$ cat config.mk
export PLATFORM = sky130hd
export DESIGN_NAME = control_multicycle_flat
export DESIGN_NICKNAME = d
export VERILOG_FILES = /design/src/rtl/control_multicycle_pkg.sv /design/src/rtl/control_multicycle_if.sv /design/src/rtl/control_multicycle_ctrl_field_decode.sv /design/src/rtl/control_multicycle.sv /design/src/flat_wrapper.sv
export SDC_FILE = /design/constraint.sdc
export NUM_CORES = 1
export LEC_CHECK = 0
export CAP_MARGIN = 20
export CORE_MARGIN = 1.5
export CORE_UTILIZATION = 48
export DETAILED_ROUTE_END_ITERATION = 8
export GPL_TIMING_DRIVEN = 0
export MAX_ROUTING_LAYER = met4
export PLACE_DENSITY_LB_ADDON = 0.05
export SYNTH_ARGS = -nofsm -noshare
export SYNTH_HDL_FRONTEND = slang
export SYNTH_SLANG_ARGS = --single-unit
$ cat constraint.sdc
create_clock -name clk -period 4.55 [get_ports clk]
set_input_delay 0.91 -clock clk [delete_from_list [all_inputs] [get_ports clk]]
set_output_delay 0.91 -clock clk [all_outputs]
set_load 0.005 [all_outputs]
$ cat src/rtl/control_multicycle_pkg.sv
// Shared core defines for the multicycle control: opcodes, control-field encodings,
// FSM state encoding and the opcode classifier used by the control and its decoder.
package control_multicycle_pkg;

    localparam logic [6:0] OPC_LOAD      = 7'b0000011;
    localparam logic [6:0] OPC_OP_IMM    = 7'b0010011;
    localparam logic [6:0] OPC_AUIPC     = 7'b0010111;
    localparam logic [6:0] OPC_OP_IMM_32 = 7'b0011011;
    localparam logic [6:0] OPC_STORE     = 7'b0100011;
    localparam logic [6:0] OPC_OP        = 7'b0110011;
    localparam logic [6:0] OPC_LUI       = 7'b0110111;
    localparam logic [6:0] OPC_OP_32     = 7'b0111011;
    localparam logic [6:0] OPC_BRANCH    = 7'b1100011;
    localparam logic [6:0] OPC_JALR      = 7'b1100111;
    localparam logic [6:0] OPC_JAL       = 7'b1101111;

    typedef enum logic [1:0] {
        ALU_ADD    = 2'b00,
        ALU_FUNCT  = 2'b10,
        ALU_BRANCH = 2'b11
    } alu_op_e;

    typedef enum logic [1:0] {
        SRC_A_RS1  = 2'b00,
        SRC_A_PC   = 2'b01,
        SRC_A_ZERO = 2'b10
    } src_a_e;

    typedef enum logic [1:0] {
        SRC_B_RS2 = 2'b00,
        SRC_B_IMM = 2'b01
    } src_b_e;

    typedef enum logic [1:0] {
        M2R_ALU  = 2'b00,
        M2R_LOAD = 2'b01,
        M2R_PC4  = 2'b10
    } m2r_e;

    typedef enum logic [1:0] {
        PC_SRC_PC4    = 2'b00,
        PC_SRC_ALU    = 2'b01,
        PC_SRC_BRANCH = 2'b10
    } pc_src_e;

    typedef enum logic [2:0] {
        ST_FETCH  = 3'd0,
        ST_DECODE = 3'd1,
        ST_EXEC   = 3'd2,
        ST_MEM    = 3'd3,
        ST_WB     = 3'd4,
        ST_HALT   = 3'd5
    } state_t;

    typedef enum logic [3:0] {
        CLS_LOAD,
        CLS_STORE,
        CLS_BRANCH,
        CLS_JAL,
        CLS_JALR,
        CLS_LUI,
        CLS_AUIPC,
        CLS_OPIMM,
        CLS_OP,
        CLS_ILLEGAL
    } opc_class_e;

    typedef struct packed {
        logic    inst_mem_read_enable;
        logic    ir_write_enable;
        logic    branch_enable;
        logic    data_mem_read_enable;
        logic    data_mem_write_enable;
        logic    regfile_write_enable;
        logic    pc_write_enable;
        logic    instret;
        pc_src_e pc_src_sel;
        m2r_e    mem_to_reg_sel;
        alu_op_e alu_op;
        src_a_e  alu_sel_src_a;
        src_b_e  alu_sel_src_b;
    } ctrl_t;

    // The 32-bit word ops share the datapath sequencing of their 64-bit forms.
    function automatic opc_class_e classify(input logic [6:0] opc, input bit en32);
        opc_class_e cls;
        case (opc)
            OPC_LOAD:      cls = CLS_LOAD;
            OPC_STORE:     cls = CLS_STORE;
            OPC_BRANCH:    cls = CLS_BRANCH;
            OPC_JAL:       cls = CLS_JAL;
            OPC_JALR:      cls = CLS_JALR;
            OPC_LUI:       cls = CLS_LUI;
            OPC_AUIPC:     cls = CLS_AUIPC;
            OPC_OP_IMM:    cls = CLS_OPIMM;
            OPC_OP:        cls = CLS_OP;
            OPC_OP_IMM_32: cls = en32 ? CLS_OPIMM : CLS_ILLEGAL;
            OPC_OP_32:     cls = en32 ? CLS_OP : CLS_ILLEGAL;
            default:       cls = CLS_ILLEGAL;
        endcase
        return cls;
    endfunction

endpackage

$ cat src/rtl/control_multicycle_if.sv
// Control <-> datapath bundle: opcode and memory handshakes in, control fields out.
// master = the control FSM, slave = the datapath side.
interface control_multicycle_if;

    logic [6:0] inst_opcode;
    logic       imem_ready;
    logic       dmem_ready;

    logic       inst_mem_read_enable;
    logic       ir_write_enable;
    logic       branch_enable;
    logic       data_mem_read_enable;
    logic       data_mem_write_enable;
    logic       regfile_write_enable;
    logic       pc_write_enable;
    logic [1:0] pc_src_sel;
    logic [1:0] mem_to_reg_sel;
    logic [1:0] alu_op;
    logic [1:0] alu_sel_src_a;
    logic [1:0] alu_sel_src_b;
    logic       instret;
    logic       illegal_inst;

    modport master (
        input  inst_opcode, imem_ready, dmem_ready,
        output inst_mem_read_enable, ir_write_enable, branch_enable,
               data_mem_read_enable, data_mem_write_enable, regfile_write_enable,
               pc_write_enable, pc_src_sel, mem_to_reg_sel, alu_op,
               alu_sel_src_a, alu_sel_src_b, instret, illegal_inst
    );

    modport slave (
        output inst_opcode, imem_ready, dmem_ready,
        input  inst_mem_read_enable, ir_write_enable, branch_enable,
               data_mem_read_enable, data_mem_write_enable, regfile_write_enable,
               pc_write_enable, pc_src_sel, mem_to_reg_sel, alu_op,
               alu_sel_src_a, alu_sel_src_b, instret, illegal_inst
    );

endinterface

$ cat src/rtl/control_multicycle_ctrl_field_decode.sv
// Combinational map from (state, latched opcode, memory handshakes) to the control bundle.
// Only FETCH and MEM look at the handshakes; every other field is a pure state/opcode decode.
module ctrl_field_decode
    import control_multicycle_pkg::*;
#(
    parameter bit ENABLE_OP32 = 1'b1
) (
    input  state_t     i_state,
    input  logic [6:0] i_opcode,
    input  logic       i_imem_ready,
    input  logic       i_dmem_ready,
    output ctrl_t      o_ctrl
);

    opc_class_e w_cls;

    assign w_cls = classify(i_opcode, ENABLE_OP32);

    always_comb begin
        // NOTE: every field gets a default before the case so no path leaves a latch behind.
        o_ctrl = '0;
        case (i_state)
            ST_FETCH: begin
                o_ctrl.inst_mem_read_enable = 1'b1;
                o_ctrl.ir_write_enable      = i_imem_ready;
            end

            ST_EXEC: begin
                case (w_cls)
                    CLS_LOAD, CLS_STORE, CLS_JALR: begin
                        o_ctrl.alu_op        = ALU_ADD;
                        o_ctrl.alu_sel_src_a = SRC_A_RS1;
                        o_ctrl.alu_sel_src_b = SRC_B_IMM;
                    end
                    CLS_OPIMM: begin
                        o_ctrl.alu_op        = ALU_FUNCT;
                        o_ctrl.alu_sel_src_a = SRC_A_RS1;
                        o_ctrl.alu_sel_src_b = SRC_B_IMM;
                    end
                    CLS_OP: begin
                        o_ctrl.alu_op        = ALU_FUNCT;
                        o_ctrl.alu_sel_src_a = SRC_A_RS1;
                        o_ctrl.alu_sel_src_b = SRC_B_RS2;
                    end
                    CLS_AUIPC, CLS_JAL: begin
                        o_ctrl.alu_op        = ALU_ADD;
                        o_ctrl.alu_sel_src_a = SRC_A_PC;
                        o_ctrl.alu_sel_src_b = SRC_B_IMM;
                    end
                    CLS_LUI: begin
                        o_ctrl.alu_op        = ALU_ADD;
                        o_ctrl.alu_sel_src_a = SRC_A_ZERO;
                        o_ctrl.alu_sel_src_b = SRC_B_IMM;
                    end
                    CLS_BRANCH: begin
                        // Branches resolve and retire here; PC takes the target only if the compare says so.
                        o_ctrl.alu_op          = ALU_BRANCH;
                        o_ctrl.alu_sel_src_a   = SRC_A_RS1;
                        o_ctrl.alu_sel_src_b   = SRC_B_RS2;
                        o_ctrl.branch_enable   = 1'b1;
                        o_ctrl.pc_src_sel      = PC_SRC_BRANCH;
                        o_ctrl.pc_write_enable = 1'b1;
                        o_ctrl.instret         = 1'b1;
                    end
                    default: ;
                endcase
            end

            ST_MEM: begin
                if (w_cls == CLS_LOAD) begin
                    o_ctrl.data_mem_read_enable = 1'b1;
                end else if (w_cls == CLS_STORE) begin
                    o_ctrl.data_mem_write_enable = 1'b1;
                    if (i_dmem_ready) begin
                        o_ctrl.pc_write_enable = 1'b1;
                        o_ctrl.pc_src_sel      = PC_SRC_PC4;
                        o_ctrl.instret         = 1'b1;
                    end
                end
            end

            ST_WB: begin
                o_ctrl.regfile_write_enable = 1'b1;
                o_ctrl.pc_write_enable      = 1'b1;
                o_ctrl.instret              = 1'b1;
                case (w_cls)
                    CLS_LOAD: begin
                        o_ctrl.mem_to_reg_sel = M2R_LOAD;
                    end
                    CLS_JAL, CLS_JALR: begin
                        o_ctrl.mem_to_reg_sel = M2R_PC4;
                        o_ctrl.pc_src_sel     = PC_SRC_ALU;
                    end
                    default: ;
                endcase
            end

            default: ;
        endcase
    end

endmodule

$ cat src/rtl/control_multicycle.sv
// Multicycle control FSM for the RV64I core: state register, opcode latch and sticky
// illegal flag; field decode is delegated to ctrl_field_decode.
module control_multicycle
    import control_multicycle_pkg::*;
#(
    parameter bit ENABLE_OP32 = 1'b1
) (
    input  logic                 clk,
    input  logic                 rst_n,
    control_multicycle_if.master bus
);

    state_t     r_state;
    state_t     w_next;
    logic [6:0] r_opcode;
    logic       r_illegal;
    opc_class_e w_dec_cls;
    opc_class_e w_cur_cls;
    ctrl_t      w_ctrl;
    ctrl_t      w_out;

    assign w_dec_cls = classify(bus.inst_opcode, ENABLE_OP32);
    assign w_cur_cls = classify(r_opcode, ENABLE_OP32);

    always_ff @(posedge clk or negedge rst_n) begin
        if (!rst_n) begin
            r_state   <= ST_FETCH;
            r_opcode  <= '0;
            r_illegal <= 1'b0;
        end else begin
            // NOTE: state registers use non-blocking assignment so every flop samples pre-edge values.
            r_state <= w_next;
            if (r_state == ST_DECODE) begin
                r_opcode <= bus.inst_opcode;
                if (w_dec_cls == CLS_ILLEGAL) begin
                    r_illegal <= 1'b1;
                end
            end
        end
    end

    always_comb begin
        w_next = r_state;
        case (r_state)
            ST_FETCH: begin
                if (bus.imem_ready) w_next = ST_DECODE;
            end
            ST_DECODE: begin
                w_next = (w_dec_cls == CLS_ILLEGAL) ? ST_HALT : ST_EXEC;
            end
            ST_EXEC: begin
                case (w_cur_cls)
                    CLS_BRANCH:          w_next = ST_FETCH;
                    CLS_LOAD, CLS_STORE: w_next = ST_MEM;
                    default:             w_next = ST_WB;
                endcase
            end
            ST_MEM: begin
                if (bus.dmem_ready) begin
                    w_next = (w_cur_cls == CLS_LOAD) ? ST_WB : ST_FETCH;
                end
            end
            ST_WB:   w_next = ST_FETCH;
            ST_HALT: w_next = ST_HALT;
            default: w_next = ST_FETCH;
        endcase
    end

    ctrl_field_decode #(
        .ENABLE_OP32 (ENABLE_OP32)
    ) u_decode (
        .i_state      (r_state),
        .i_opcode     (r_opcode),
        .i_imem_ready (bus.imem_ready),
        .i_dmem_ready (bus.dmem_ready),
        .o_ctrl       (w_ctrl)
    );

    // Holding reset forces the bundle low at once, so FETCH's request only appears after release.
    assign w_out = rst_n ? w_ctrl : '0;

    assign bus.inst_mem_read_enable  = w_out.inst_mem_read_enable;
    assign bus.ir_write_enable       = w_out.ir_write_enable;
    assign bus.branch_enable         = w_out.branch_enable;
    assign bus.data_mem_read_enable  = w_out.data_mem_read_enable;
    assign bus.data_mem_write_enable = w_out.data_mem_write_enable;
    assign bus.regfile_write_enable  = w_out.regfile_write_enable;
    assign bus.pc_write_enable       = w_out.pc_write_enable;
    assign bus.pc_src_sel            = w_out.pc_src_sel;
    assign bus.mem_to_reg_sel        = w_out.mem_to_reg_sel;
    assign bus.alu_op                = w_out.alu_op;
    assign bus.alu_sel_src_a         = w_out.alu_sel_src_a;
    assign bus.alu_sel_src_b         = w_out.alu_sel_src_b;
    assign bus.instret               = w_out.instret;
    assign bus.illegal_inst          = r_illegal;

endmodule

$ cat src/flat_wrapper.sv
// flat-port wrapper written by rule: the top's interface ports become plain ports
module control_multicycle_flat import control_multicycle_pkg::*;
#(
    parameter bit ENABLE_OP32 = 1'b1
)
  (clk, rst_n, bus_inst_opcode, bus_imem_ready, bus_dmem_ready, bus_inst_mem_read_enable, bus_ir_write_enable, bus_branch_enable, bus_data_mem_read_enable, bus_data_mem_write_enable, bus_regfile_write_enable, bus_pc_write_enable, bus_pc_src_sel, bus_mem_to_reg_sel, bus_alu_op, bus_alu_sel_src_a, bus_alu_sel_src_b, bus_instret, bus_illegal_inst);
  control_multicycle_if bus_i ();
  input  logic clk;
  input  logic rst_n;
  input wire logic [$bits(bus_i.inst_opcode)-1:0] bus_inst_opcode;
  input wire logic [$bits(bus_i.imem_ready)-1:0] bus_imem_ready;
  input wire logic [$bits(bus_i.dmem_ready)-1:0] bus_dmem_ready;
  output wire logic [$bits(bus_i.inst_mem_read_enable)-1:0] bus_inst_mem_read_enable;
  output wire logic [$bits(bus_i.ir_write_enable)-1:0] bus_ir_write_enable;
  output wire logic [$bits(bus_i.branch_enable)-1:0] bus_branch_enable;
  output wire logic [$bits(bus_i.data_mem_read_enable)-1:0] bus_data_mem_read_enable;
  output wire logic [$bits(bus_i.data_mem_write_enable)-1:0] bus_data_mem_write_enable;
  output wire logic [$bits(bus_i.regfile_write_enable)-1:0] bus_regfile_write_enable;
  output wire logic [$bits(bus_i.pc_write_enable)-1:0] bus_pc_write_enable;
  output wire logic [$bits(bus_i.pc_src_sel)-1:0] bus_pc_src_sel;
  output wire logic [$bits(bus_i.mem_to_reg_sel)-1:0] bus_mem_to_reg_sel;
  output wire logic [$bits(bus_i.alu_op)-1:0] bus_alu_op;
  output wire logic [$bits(bus_i.alu_sel_src_a)-1:0] bus_alu_sel_src_a;
  output wire logic [$bits(bus_i.alu_sel_src_b)-1:0] bus_alu_sel_src_b;
  output wire logic [$bits(bus_i.instret)-1:0] bus_instret;
  output wire logic [$bits(bus_i.illegal_inst)-1:0] bus_illegal_inst;
  assign bus_i.inst_opcode = bus_inst_opcode;
  assign bus_i.imem_ready = bus_imem_ready;
  assign bus_i.dmem_ready = bus_dmem_ready;
  assign bus_inst_mem_read_enable = bus_i.inst_mem_read_enable;
  assign bus_ir_write_enable = bus_i.ir_write_enable;
  assign bus_branch_enable = bus_i.branch_enable;
  assign bus_data_mem_read_enable = bus_i.data_mem_read_enable;
  assign bus_data_mem_write_enable = bus_i.data_mem_write_enable;
  assign bus_regfile_write_enable = bus_i.regfile_write_enable;
  assign bus_pc_write_enable = bus_i.pc_write_enable;
  assign bus_pc_src_sel = bus_i.pc_src_sel;
  assign bus_mem_to_reg_sel = bus_i.mem_to_reg_sel;
  assign bus_alu_op = bus_i.alu_op;
  assign bus_alu_sel_src_a = bus_i.alu_sel_src_a;
  assign bus_alu_sel_src_b = bus_i.alu_sel_src_b;
  assign bus_instret = bus_i.instret;
  assign bus_illegal_inst = bus_i.illegal_inst;
  control_multicycle #(.ENABLE_OP32(ENABLE_OP32)) u_core (.clk(clk), .rst_n(rst_n), .bus(bus_i));
endmodule
==> flow_metrics.env <==
export IMPL_outcome="finished clean"
export IMPL_final_cells=165
export IMPL_postPlaceCellArea_um2=1200
export IMPL_p_per_area_nw_per_um2=498
export IMPL_p_switching_mw=0.263
export IMPL_worstPathArrival_ps=2930
export IMPL_synthCells=108
export IMPL_cp_required_ps=3640
export IMPL_cp_max_fo=14
export IMPL_yosysSeqAreaShare=0.309
export IMPL_wl_met2_um=927
export IMPL_max_clock_freq_mhz=261
export IMPL_ctsResizeCount=0
export IMPL_grtUsageTotal=0.227
export IMPL_cts_root_buf="clkbuf_4"
export IMPL_top_level_ports=30
export IMPL_period_minus_slack_ps=3840
export IMPL_slew_headroom=0.612
export IMPL_clk_latency_ps=270
export IMPL_cts_buffer_depth=2
export IMPL_dp_slack_ps=653
export IMPL_yosysTopAreaCellShare=0.309
export IMPL_min_from="u_core.bus.illegal_inst$_DFFE_PN0P_"
export IMPL_nFillCells=144
export IMPL_h_tree_depth=1
export IMPL_setup_ws_ps=715
export IMPL_synth_area_per_cell_um2=8.25
export IMPL_setup_worst_path_class="input port to output pin"
export IMPL_holdCritPathClass="flop to flop"
export IMPL_final_period_utilization=0.843
export IMPL_globalRouteOverflowTotal=0
export IMPL_r2r_cells=5
export IMPL_layout_common_cells="clkdlybuf4s50_1 (28), dfrtp_1 (11), nor3_1 (9)"
export IMPL_crit_path_end_kind="output pin"
export IMPL_fin_setup_tns_ps=0
export IMPL_ant_nets=0
export IMPL_netlist_area_um2=891
export IMPL_antenna_cells=0
export IMPL_cts_tree="done"
export IMPL_rows=15
export IMPL_synth_top_cells_by_area="dfrtp_1 (31%), nor3_1 (5.1%), mux2_2 (5.1%), nand2b_1 (4.2%), nor2b_1 (3.5%)"
export IMPL_post_cts_buffers=0
export IMPL_finalSetupViolCount=0
export IMPL_switching_share=0.430
export IMPL_die_area_um2=2120
export IMPL_vias=869
export IMPL_combPwrFrac=0.598
export IMPL_yosys_warnings=0
export IMPL_clkSlewWorstSetupHoldPaths_ps=70
export IMPL_synthFlopType="dfrtp_1"
export IMPL_drc=0
export IMPL_finalPower_mw=0.612
export IMPL_holdPathStages=1
export IMPL_postCtsHoldBufs=0
export IMPL_die_h_um=46.1
export IMPL_reg2reg_to="u_core.r_opcode[6]$_DFFE_PN0N_"
export IMPL_drive_above_1_share=0.150
export IMPL_place_inst=161
export IMPL_grt_max_degree=15
export IMPL_slew_violations=0
export IMPL_vdd_drop_max_uv=315
export IMPL_rsz0062_at_grt="no"
export IMPL_rr_startpoint="u_core.r_state[1]$_DFFE_PN0P_"
export IMPL_synth_edf_count=0
export IMPL_fin_nets=152
export IMPL_via_per_inst=5.27
export IMPL_top_layer="met4"
export IMPL_die_width_um=46.1
export IMPL_start_kind="input port"
export IMPL_synth_nets=119
export IMPL_p_seq_frac=0.291
export IMPL_yosysUniqueCellTypes=41
export IMPL_yosysTopAreaCell="dfrtp_1"
export IMPL_max_cap_violations=0
export IMPL_start_util=0.516
export IMPL_dp_hpwl_um=1550
export IMPL_synth_seq_cells=11
export IMPL_first_iter_violations=20
export IMPL_hold_violations=0
export IMPL_grt_pass1_wl_um=3420
export IMPL_globalplace_congestion=0.828
export IMPL_p_int_mw=0.349
export IMPL_wl_met3_um=68
export IMPL_fin_area_um2=1230
export IMPL_routed_wl_um=1970
export IMPL_timing_reg2reg_setup_slack_ps=3070
export IMPL_tightestPinTransition_ps=580
export IMPL_p_leak_nw=0.479
export IMPL_synth_async_reset_ratio=1.00
export IMPL_core_area_um2=1730
export IMPL_hold_end="u_core.bus.illegal_inst$_DFFE_PN0P_"
export IMPL_clkPwrFrac=0.110
export IMPL_layout_commonest_cell="clkdlybuf4s50_1"
export IMPL_numCtsBuffers=3
export IMPL_cts_sinks=11
export IMPL_grt_antenna_before_repair=0
export IMPL_numPortBuffers=28
export IMPL_post_drt_wl_per_cell_um=11.9
export IMPL_wl_met1_um=958
export IMPL_grt_pass1_vias=778
export IMPL_firstDrtPassIters=4
export IMPL_area_growth_synth_to_final_pct=37.9
export IMPL_fin_skew_ps=5.52
[cells in the mapped netlist (2+ instances only)]
| library cell | instances |
|---|---|
| mux2_2 | 4 |
| nor2b_1 | 5 |
| o31a_1 | 3 |
| inv_1 | 6 |
| nand2b_1 | 6 |
| or3_1 | 2 |
| nor3_1 | 9 |
| a21oi_1 | 5 |
| nand2_1 | 7 |
| o21ai_0 | 5 |
| buf_2 | 4 |
| dfrtp_1 | 11 |
| nand3_1 | 4 |
| nor2_1 | 5 |
| nand4bb_1 | 2 |
| buf_4 | 4 |
| or2_1 | 2 |
[metal layers]
layer	vias up	GRT usage
met2	28	0.356
met3	2	0.0118
met4	0	0.0857
met1	393	0.310
li1	446	-
met5	-	-
[per-stage QoR]
| step | utilization | hold slack, ps |
|---|---|---|
| after floorplan | - | 459 |
| after global placement | 0.696 | 451 |
| after detailed placement | 0.696 | 460 |
| after CTS | 0.712 | 480 |
| after global routing | 0.712 | 484 |
| final | 0.712 | 471 |
[power by group through the flow]
stage                     Clock [mW]  Combinational (mW)  Sequential (mW)
after floorplan                    0               0.280            0.170
after global placement             0               0.354            0.177
after detailed placement           0               0.365            0.180
after CTS                     0.0693               0.366            0.178
after global routing          0.0715               0.410            0.187
final                         0.0675               0.366            0.178
[flip-flops by register name, summed over array words and instances, names as in the netlist]
register                 flops
u_core.r_state               3
u_core.r_opcode              7
u_core.bus.illegal_inst      1
[logic make-up after synthesis]
group	count (synthesis)	share of synthesized area
AOI/OAI and AO/OA	25	0.194
and+or+nand+nor	51	0.344
buffers and inverters	16	0.0983
DFF	11	0.309
muxes	4	0.0506
other	1	0.00421
[worst max-delay path: stages]
cell and delay (ps):
clkdlybuf4s50_1 840, nand3_1 220, or2_1 300, nor3_1 130
clkdlybuf4s50_1 520
[layout make-up]
cell class / count / area, um^2 / area share
well taps: 25 / 31.3 / 0.0255
inverters: 6 / 22.5 / 0.0183
clock buffers: 4 / 26.3 / 0.0214
plain buffers: 10 / 65.1 / 0.0530
repair buffers: 28 / 280 / 0.228
multi-input cells: 81 / 528 / 0.430
flip-flops and latches: 11 / 275 / 0.224
[how the worst max path moves through the flow]
stage	endpoint	slack [ps]	start	depth (start not counted)
2_1_floorplan	bus_mem_to_reg_sel[0]	2200	rst_n	3
6_report	bus_alu_op[1]	710	rst_n	5
3_5_place_dp	bus_alu_op[1]	650	rst_n	5
4_1_cts	bus_alu_op[1]	660	rst_n	5
5_1_grt	bus_alu_op[1]	430	rst_n	5
3_3_place_gp	bus_alu_op[1]	690	rst_n	5
Note: power is estimated with default switching activity, not from simulation.
